**src/rtl/dmem_store_buffer.sv**
```systemverilog
// dmem_store_buffer
//   Data-memory responder for the single-cycle core. Stores are posted into a
//   small in-order buffer. The buffer drains one entry per cycle into a
//   word-addressed RAM whenever no load is in progress. Loads forward from the
//   youngest buffered store to the same word, or fall back to the RAM.
//
// Ports
//   clk, reset   rising-edge clock, synchronous active-high reset
//   memwrite     store request this cycle
//   memread      load in progress this cycle (blocks draining)
//   dataadr      byte address; word index = dataadr[AW+1:2]
//   writedata    store data
//   readdata     combinational load data (forwarded or from RAM)
//   stall        store refused this cycle because the buffer is full
//   pending      number of valid buffer entries
//   drain_wr     registered pulse: an entry reached RAM on the last edge
//   drain_adr    registered word index of the last drained entry
module dmem_store_buffer #(
  parameter int AW    = 6,
  parameter int DEPTH = 4,
  parameter int CW    = 3
) (
  input  logic          clk,
  input  logic          reset,
  input  logic          memwrite,
  input  logic          memread,
  input  logic [31:0]   dataadr,
  input  logic [31:0]   writedata,
  output logic [31:0]   readdata,
  output logic          stall,
  output logic [CW-1:0] pending,
  output logic          drain_wr,
  output logic [AW-1:0] drain_adr
);

  localparam int PW = $clog2(DEPTH);

  logic [31:0]   ram  [2**AW];
  logic [AW-1:0] badr [DEPTH];
  logic [31:0]   bdat [DEPTH];

  logic [PW-1:0] head, tail, p;
  logic [CW-1:0] count;
  logic [AW-1:0] idx;
  logic          full, empty, enq, drn;
  logic          unused_adr;

  // Word access only; byte-offset bits and bits above the RAM aliasing range
  // carry no meaning here.
  assign idx        = dataadr[AW+1:2];
  assign unused_adr = ^{dataadr[31:AW+2], dataadr[1:0]};

  assign full    = (count == CW'(DEPTH));
  assign empty   = (count == '0);
  // A full buffer refuses the store even if it drains on the same edge.
  assign enq     = !reset && memwrite && !full;
  assign drn     = !reset && !empty && !memread;
  assign stall   = !reset && memwrite && full;
  assign pending = count;

  always_ff @(posedge clk) begin
    if (reset) begin
      head      <= '0;
      tail      <= '0;
      count     <= '0;
      drain_wr  <= 1'b0;
      drain_adr <= '0;
    end else begin
      if (enq) tail <= tail + PW'(1);
      if (drn) begin
        head      <= head + PW'(1);
        drain_adr <= badr[head];
      end
      drain_wr <= drn;
      case ({enq, drn})
        2'b10:   count <= count + CW'(1);
        2'b01:   count <= count - CW'(1);
        default: count <= count;
      endcase
    end
  end

  // Buffer storage and RAM have no reset: contents are qualified by the
  // pointers/count, and the RAM must survive a reset.
  always_ff @(posedge clk) begin
    if (enq) begin
      badr[tail] <= idx;
      bdat[tail] <= writedata;
    end
  end

  always_ff @(posedge clk) begin
    if (drn) ram[badr[head]] <= bdat[head];
  end

  // Walk entries oldest to youngest starting at head; a later match overrides
  // an earlier one, so the youngest matching store wins across wrap-around.
  always_comb begin
    readdata = ram[idx];
    p        = '0;
    for (int k = 0; k < DEPTH; k++) begin
      p = head + PW'(k);
      if ((CW'(k) < count) && (badr[p] == idx)) readdata = bdat[p];
    end
  end

endmodule

```
**config.mk**
```make
export PLATFORM = sky130hd
export DESIGN_NAME = dmem_store_buffer
export DESIGN_NICKNAME = d
export VERILOG_FILES = /design/src/rtl/dmem_store_buffer.sv
export SDC_FILE = /design/constraint.sdc
export NUM_CORES = 2
export LEC_CHECK = 0
export ABC_AREA = 1
export CORE_AREA = 3 3 486 488
export CTS_BUF_LIST = sky130_fd_sc_hd__clkbuf_4 sky130_fd_sc_hd__clkbuf_8
export CTS_CLUSTER_SIZE = 30
export DETAILED_ROUTE_END_ITERATION = 7
export DIE_AREA = 0 0 489 491
export PLACE_DENSITY = 0.58
export SLEW_MARGIN = 30
export SYNTH_ARGS = -nofsm -noshare
export SYNTH_HDL_FRONTEND = slang
export SYNTH_SLANG_ARGS = --single-unit
```
**constraint.sdc**
```tcl
create_clock -name clk -period 15 [get_ports clk]
set_clock_uncertainty 0.1 [all_clocks]
set_input_delay 3 -clock clk [delete_from_list [all_inputs] [get_ports clk]]
set_output_delay 3 -clock clk [all_outputs]
set_load 0.05 [all_outputs]
```
# --- Word level (Yosys, flattened, before mapping) ---
# Memory sizes are Yosys's and may differ from the RTL's. A register that Yosys moved wholly into a read port is not among the register bits.
# Index checks and enable logic that the tools add are counted.
# Widths: inputs -> output; s select.
word_totals:
  n_memories: 3
  latchBits: 0
  inputBits: 68
  word_cells: 53
  ff_bits: 14
  ramBits: 2200
  rom_bits: 0
  out_inout_bits: 43
memory_table:
  columns: ["name", "depth", "word_bits", "read_ports", "rd_ports_with_merged_regs", "wr", "line", "text"]
  rows:
  - ["ram", 64, 32, 1, 0, 1, "38", "logic [31:0] ram [2**AW];"]
  - ["bdat", 4, 32, 4, 1, 1, "40", "logic [31:0] bdat [DEPTH];"]
  - ["badr", 4, 6, 4, 1, 1, "39", "logic [AW-1:0] badr [DEPTH];"]
op_classes:
  eq_ne: 7
  multipliers: 0
  shifts: 0
  bitwise: 0
  n_mux: 13
  n_reduce_logical: 15
  n_addsub: 6
  div_mod_pow: 0
  order_cmp: 4
ops:
  columns: ["op", "n"]
  rows:
  - ["$mux 32", 4]
  - ["$eq 6x6->1", 4]
  - ["$logic_and 1x1->1", 9]
  - ["$mux 2", 4]
  - ["$lt 1x3->1 const A", 2]
  - ["$lt 2x3->1 const A", 2]
  - ["$pmux 3 s2", 1]
  - ["$add 2x1->2 const B", 2]
  - ["$add 2x2->2 const B", 2]
  - ["$logic_not 1->1", 4]
  - ["$mux 1", 4]
  - ["$add 3x1->3 const B", 1]
  - ["$eq 3x3->1 const B", 1]
  - ["$logic_not 3->1", 1]
  - ["$sub 3x1->3 const B", 1]
  - ["$eq 2x1->1 const B", 1]
  - ["$eq 2x2->1 const B", 1]
  - ["$reduce_bool 2->1", 1]

# --- Depth between registers and ports, before layout ---
# An unclocked memory read counts as a cell.
depth:
  ltp_word: 7
  depth_mapped: 18
  depth_no_buf: 15

# --- Worst setup path before layout ---
# OpenSTA, ideal clock, no wires.
synth_path:
  path_kind: "input -> output"
  start: "in dataadr[2]"
  end: "out readdata[18]"
  t_required_ns: 11.900
  path_buffers: 3
  t_arrival_ns: 4.730
  stages: 16
  setup_slack_ns: 7.170
  path_cell_list: "buf_2 -> inv_2 -> clkbuf_1 -> clkbuf_1 -> nand2_1 -> nand3_1 -> nand3_1 -> nand2_1 -> nand2_1 -> nand3_1 -> nand3_1 -> nand3_1 -> nand2_1 -> nand2_1 -> nand2_1 -> nand2_1"
synth_via:
  elab_chain_len: 6
  word_cells_on_any_way: 13
  classes_between: "eq/ne (4); mux (4); reduce/logical (4); memory (1)"
synth_lines:
  columns: ["element", "line", "text"]
  rows:
  - ["from (decl)", "27", "input logic [31:0] dataadr,"]
  - ["parallel branches: the longest is 5 deep, another holds $mem_v2 64x32", null, null]
  - ["$mux 32 (*)", "103", "if ((CW'(k) < count) && (badr[p] == idx)) readdata = bdat[p];"]
  - ["to (decl)", "29", "output logic [31:0] readdata,"]
# Every way passes the cells marked *.

# --- Final worst setup path ---
layout_path:
  start: "in dataadr[2]"
  end: "out readdata[4]"
# Same word-level chain as after synthesis.

==> run_results.csv <==
group,metric,value,unit
power,power.internal,10.2,mW
final_layout,syn_to_final_growth,12.2,%
worst_setup_path,crit_slowest_cell,"clkdlybuf4s50_1",
clocking,htreeDepth,5,
worst_setup_path,cp_max_fo,174,
routing,routed_wl,275000,um
worst_hold_path,hold_class,"flop to flop",
die,initial_core_util,39.8,%
yosys,ys_types,39,
yosys,ys_ff_latch,2216,
routing,antenna_left,0,
global_routing,grt_pass1_wl,400000,um
final_layout,nets,8305,
timing,clock.fmax,90.6,MHz
worst_setup_path,crit_chain,"buf_8, inv_8, buf_4, buf_12, nand2_1, nand3_1, nand3_1, nand3_1, nand3_1, nand3_1, nand2_1, nand2_1, nand2_1, nand2_1, nand2_1, nand2_1, clkdlybuf4s50_1",
yosys,syn_nets,8249,
power,combPwrFrac,12.3,%
clocking,cts_tree,"built",
die,core_area,232000,sq um
yosys,ys_seq_area_share,71.7,%
final_layout,final_common_cell,"nand2_1",
global_routing,grt_max_degree,193,
clocking,cts_inserted_buffers,362,
place,gp_congestion,0.832,
die,die_y,491,um
clocking,post_cts_buffers,0,
routing,wl_per_cell,23.9,um
power,powerDensity,133,nW/um^2
power,ir_worst_vdd,0.0688,mV
final_layout,fillers,21000,
worst_setup_path,r2r_setup_slack,10060,ps
global_routing,grt_pass1_vias,61200,
clocking,cts-resized-gates,0,
routing,avgViaCountPerCell,5.56,
clocking,root_buffer,"clkbuf_8",
clocking,cts.sinks,2216,
yosys,yosysWarnings,0,
global_routing,antenna_found_initial,11,
place,dp.cells,10900,
worst_setup_path,crit_type,"input port to output pin",
timing,fin_setup_tns,0,ps
timing,finalWorstPathRequiredPeriod,11040,ps
place,place_area,97200,sq um
timing,rsz0062_at_grt,"false",
worst_setup_path,max_stage_delay,840,ps
power,p_sw_share,26.7,%
worst_setup_path,worst_ep_required_time,11900,ps
power,p_seq_share,52.2,%
yosys,avgSynthCellArea,11.3,sq um
final_layout,final_util,44.7,%
die,die-width,489,um
yosys,synthCells,8172,
global_routing,gr-total-overflow,0,
routing,post-route-drc-count,0,
final_layout,final_cells,11500,
routing,via_count,64000,
timing,tightest_slew,999,ps
power,leakagePower,36.4,nW
timing,post-route-period-util,73.6,%
timing,slew_headroom,33.4,%
die,dieArea,240000,sq um
global_routing,grtUsageTotal,22.3,%
die,rows,177,
yosys,synthTopCellsByArea,"edfxtp_1, nand2_1, nand3_1",
yosys,yosysTopAreaCell,"edfxtp_1",
die,io_pins,111,
place,io_buffers,84,
clocking,clk-insertion-delay-late,1050,ps
clocking,cts_hold_buffers,0,
clocking,clockBufferDepth,4,
worst_setup_path,crit_top_cell,"nand2_1",
place,dp.final_hpwl,132000,um
final_layout,most-common-layout-cells,"nand2_1, edfxtp_1, nand3_1",
worst_setup_path,arrival,7940,ps
yosys,netlist.area_leader.share,71.4,%
final_layout,design_area,104000,sq um
timing,final-setup-viol-count,0,
run,drv_cap,0,
worst_setup_path,endpoint_kind,"output pin",
final_layout,drive_above_1_share,9.76,%
timing,finalMaxSlewViolations,0,
power,power.switching,3.70,mW
worst_setup_path,crit_path_start_kind,"input port",
run_status,status,"finished clean",
yosys,syn-cell-area,92600,sq um
power,p_clk_share,35.4,%
routing,dr.first_iter.drc_count,7360,
routing,first_pass_iters,6,
clocking,clk_pin_slew,60,ps
timing,hold_viol_final,0,
flip-flops by register name (all words and copies together), names as in the netlist, named ones only:
name / count
drain_wr: 1
pending: 3
badr: 24
ram: 2048
bdat: 128
tail: 2
drain_adr: 6
head: 2
power by group through the flow:
| stage | Combinational, mW | Sequential [mW] | Clock [mW] |
|---|---|---|---|
| 2_1_floorplan | 0.918 | 7.39 | 0 |
| 3_3_place_gp | 1.64 | 7.36 | 0 |
| 3_5_place_dp | 1.68 | 7.36 | 0 |
| 4_1_cts | 1.68 | 7.23 | 5.01 |
| 5_1_grt | 1.82 | 7.24 | 5.27 |
| 6_report | 1.71 | 7.24 | 4.91 |
stage by stage:
stage	setup WS, ps	power, mW	hold slack (ps)
floorplan	7170	8.31	391
global placement	4160	9.00	383
detailed placement	4170	9.04	376
CTS	4160	13.9	410
global route	3810	14.3	426
finish	3960	13.9	415
per-layer routing:
metal / part of all wire [%] / vias up / track usage (%)
met4: 4.2 / 2 / 9.52
met1: 41 / 31400 / 30.6
met2: 46 / 3022 / 34.9
met5: 0.0033 / - / 0
met3: 8.5 / 572 / 4.07
li1: - / 29000 / -
area by class of cell:
cell class | count | area, sq um | share of cell area (%)
sequential | 2216 | 66400 | 63.9
multi-input combinational | 5299 | 24400 | 23.5
clock buffer | 486 | 5970 | 5.75
tap | 3043 | 3810 | 3.67
timing repair buffer | 239 | 2250 | 2.17
clock inverter | 111 | 553 | 0.533
inverter | 110 | 448 | 0.431
antenna | 11 | 27.5 | 0.0265
worst max-delay path: cells and delay by family:
kind,cells,cell delay [ps]
buffers and inverters,5,2850
AND/OR/NAND/NOR,12,1530
synthesized netlist by cell type, drive strengths merged:
cell type     n
xor2          4
nand4         1
and2          1
edfxtp     2200
nand3      1996
o211ai        2
a221oi       32
a31o          2
buf         248
or2           6
nor3         35
mux2i        32
dfxtp        16
inv         109
a21oi        52
clkinv        1
o21ai       222
nor2        197
nand2      2674
ha            9
o22ai        32
nand3b        1
clkbuf      299
nor4          1
worst paths after layout:
kind                        startpoint                   endpoint  cells after the start
min reg2reg  drain_adr[4]$_SDFFE_PP0P_  drain_adr[4]$_SDFFE_PP0P_                      2
max reg2reg    pending[0]$_SDFFE_PP0P_      ram[17][22]$_DFFE_PP_                     10
max                         dataadr[2]                readdata[4]                     17
min          drain_adr[4]$_SDFFE_PP0P_  drain_adr[4]$_SDFFE_PP0P_                      2
cells by family after synthesis:
kind of cell             count (synthesis)  synth area share (%)
AND/OR/NAND/NOR                       4912                  22.8
flip-flops                            2216                  71.7
buffers and inverters                  657                  2.95
AO/OA/AOI/OAI                          342                  2.05
multiplexers                            32                 0.346
adder cells (fa/ha/maj)                  9                 0.122
XOR/XNOR                                 4                0.0378
No activity file was read; power rests on OpenSTA's default activity.
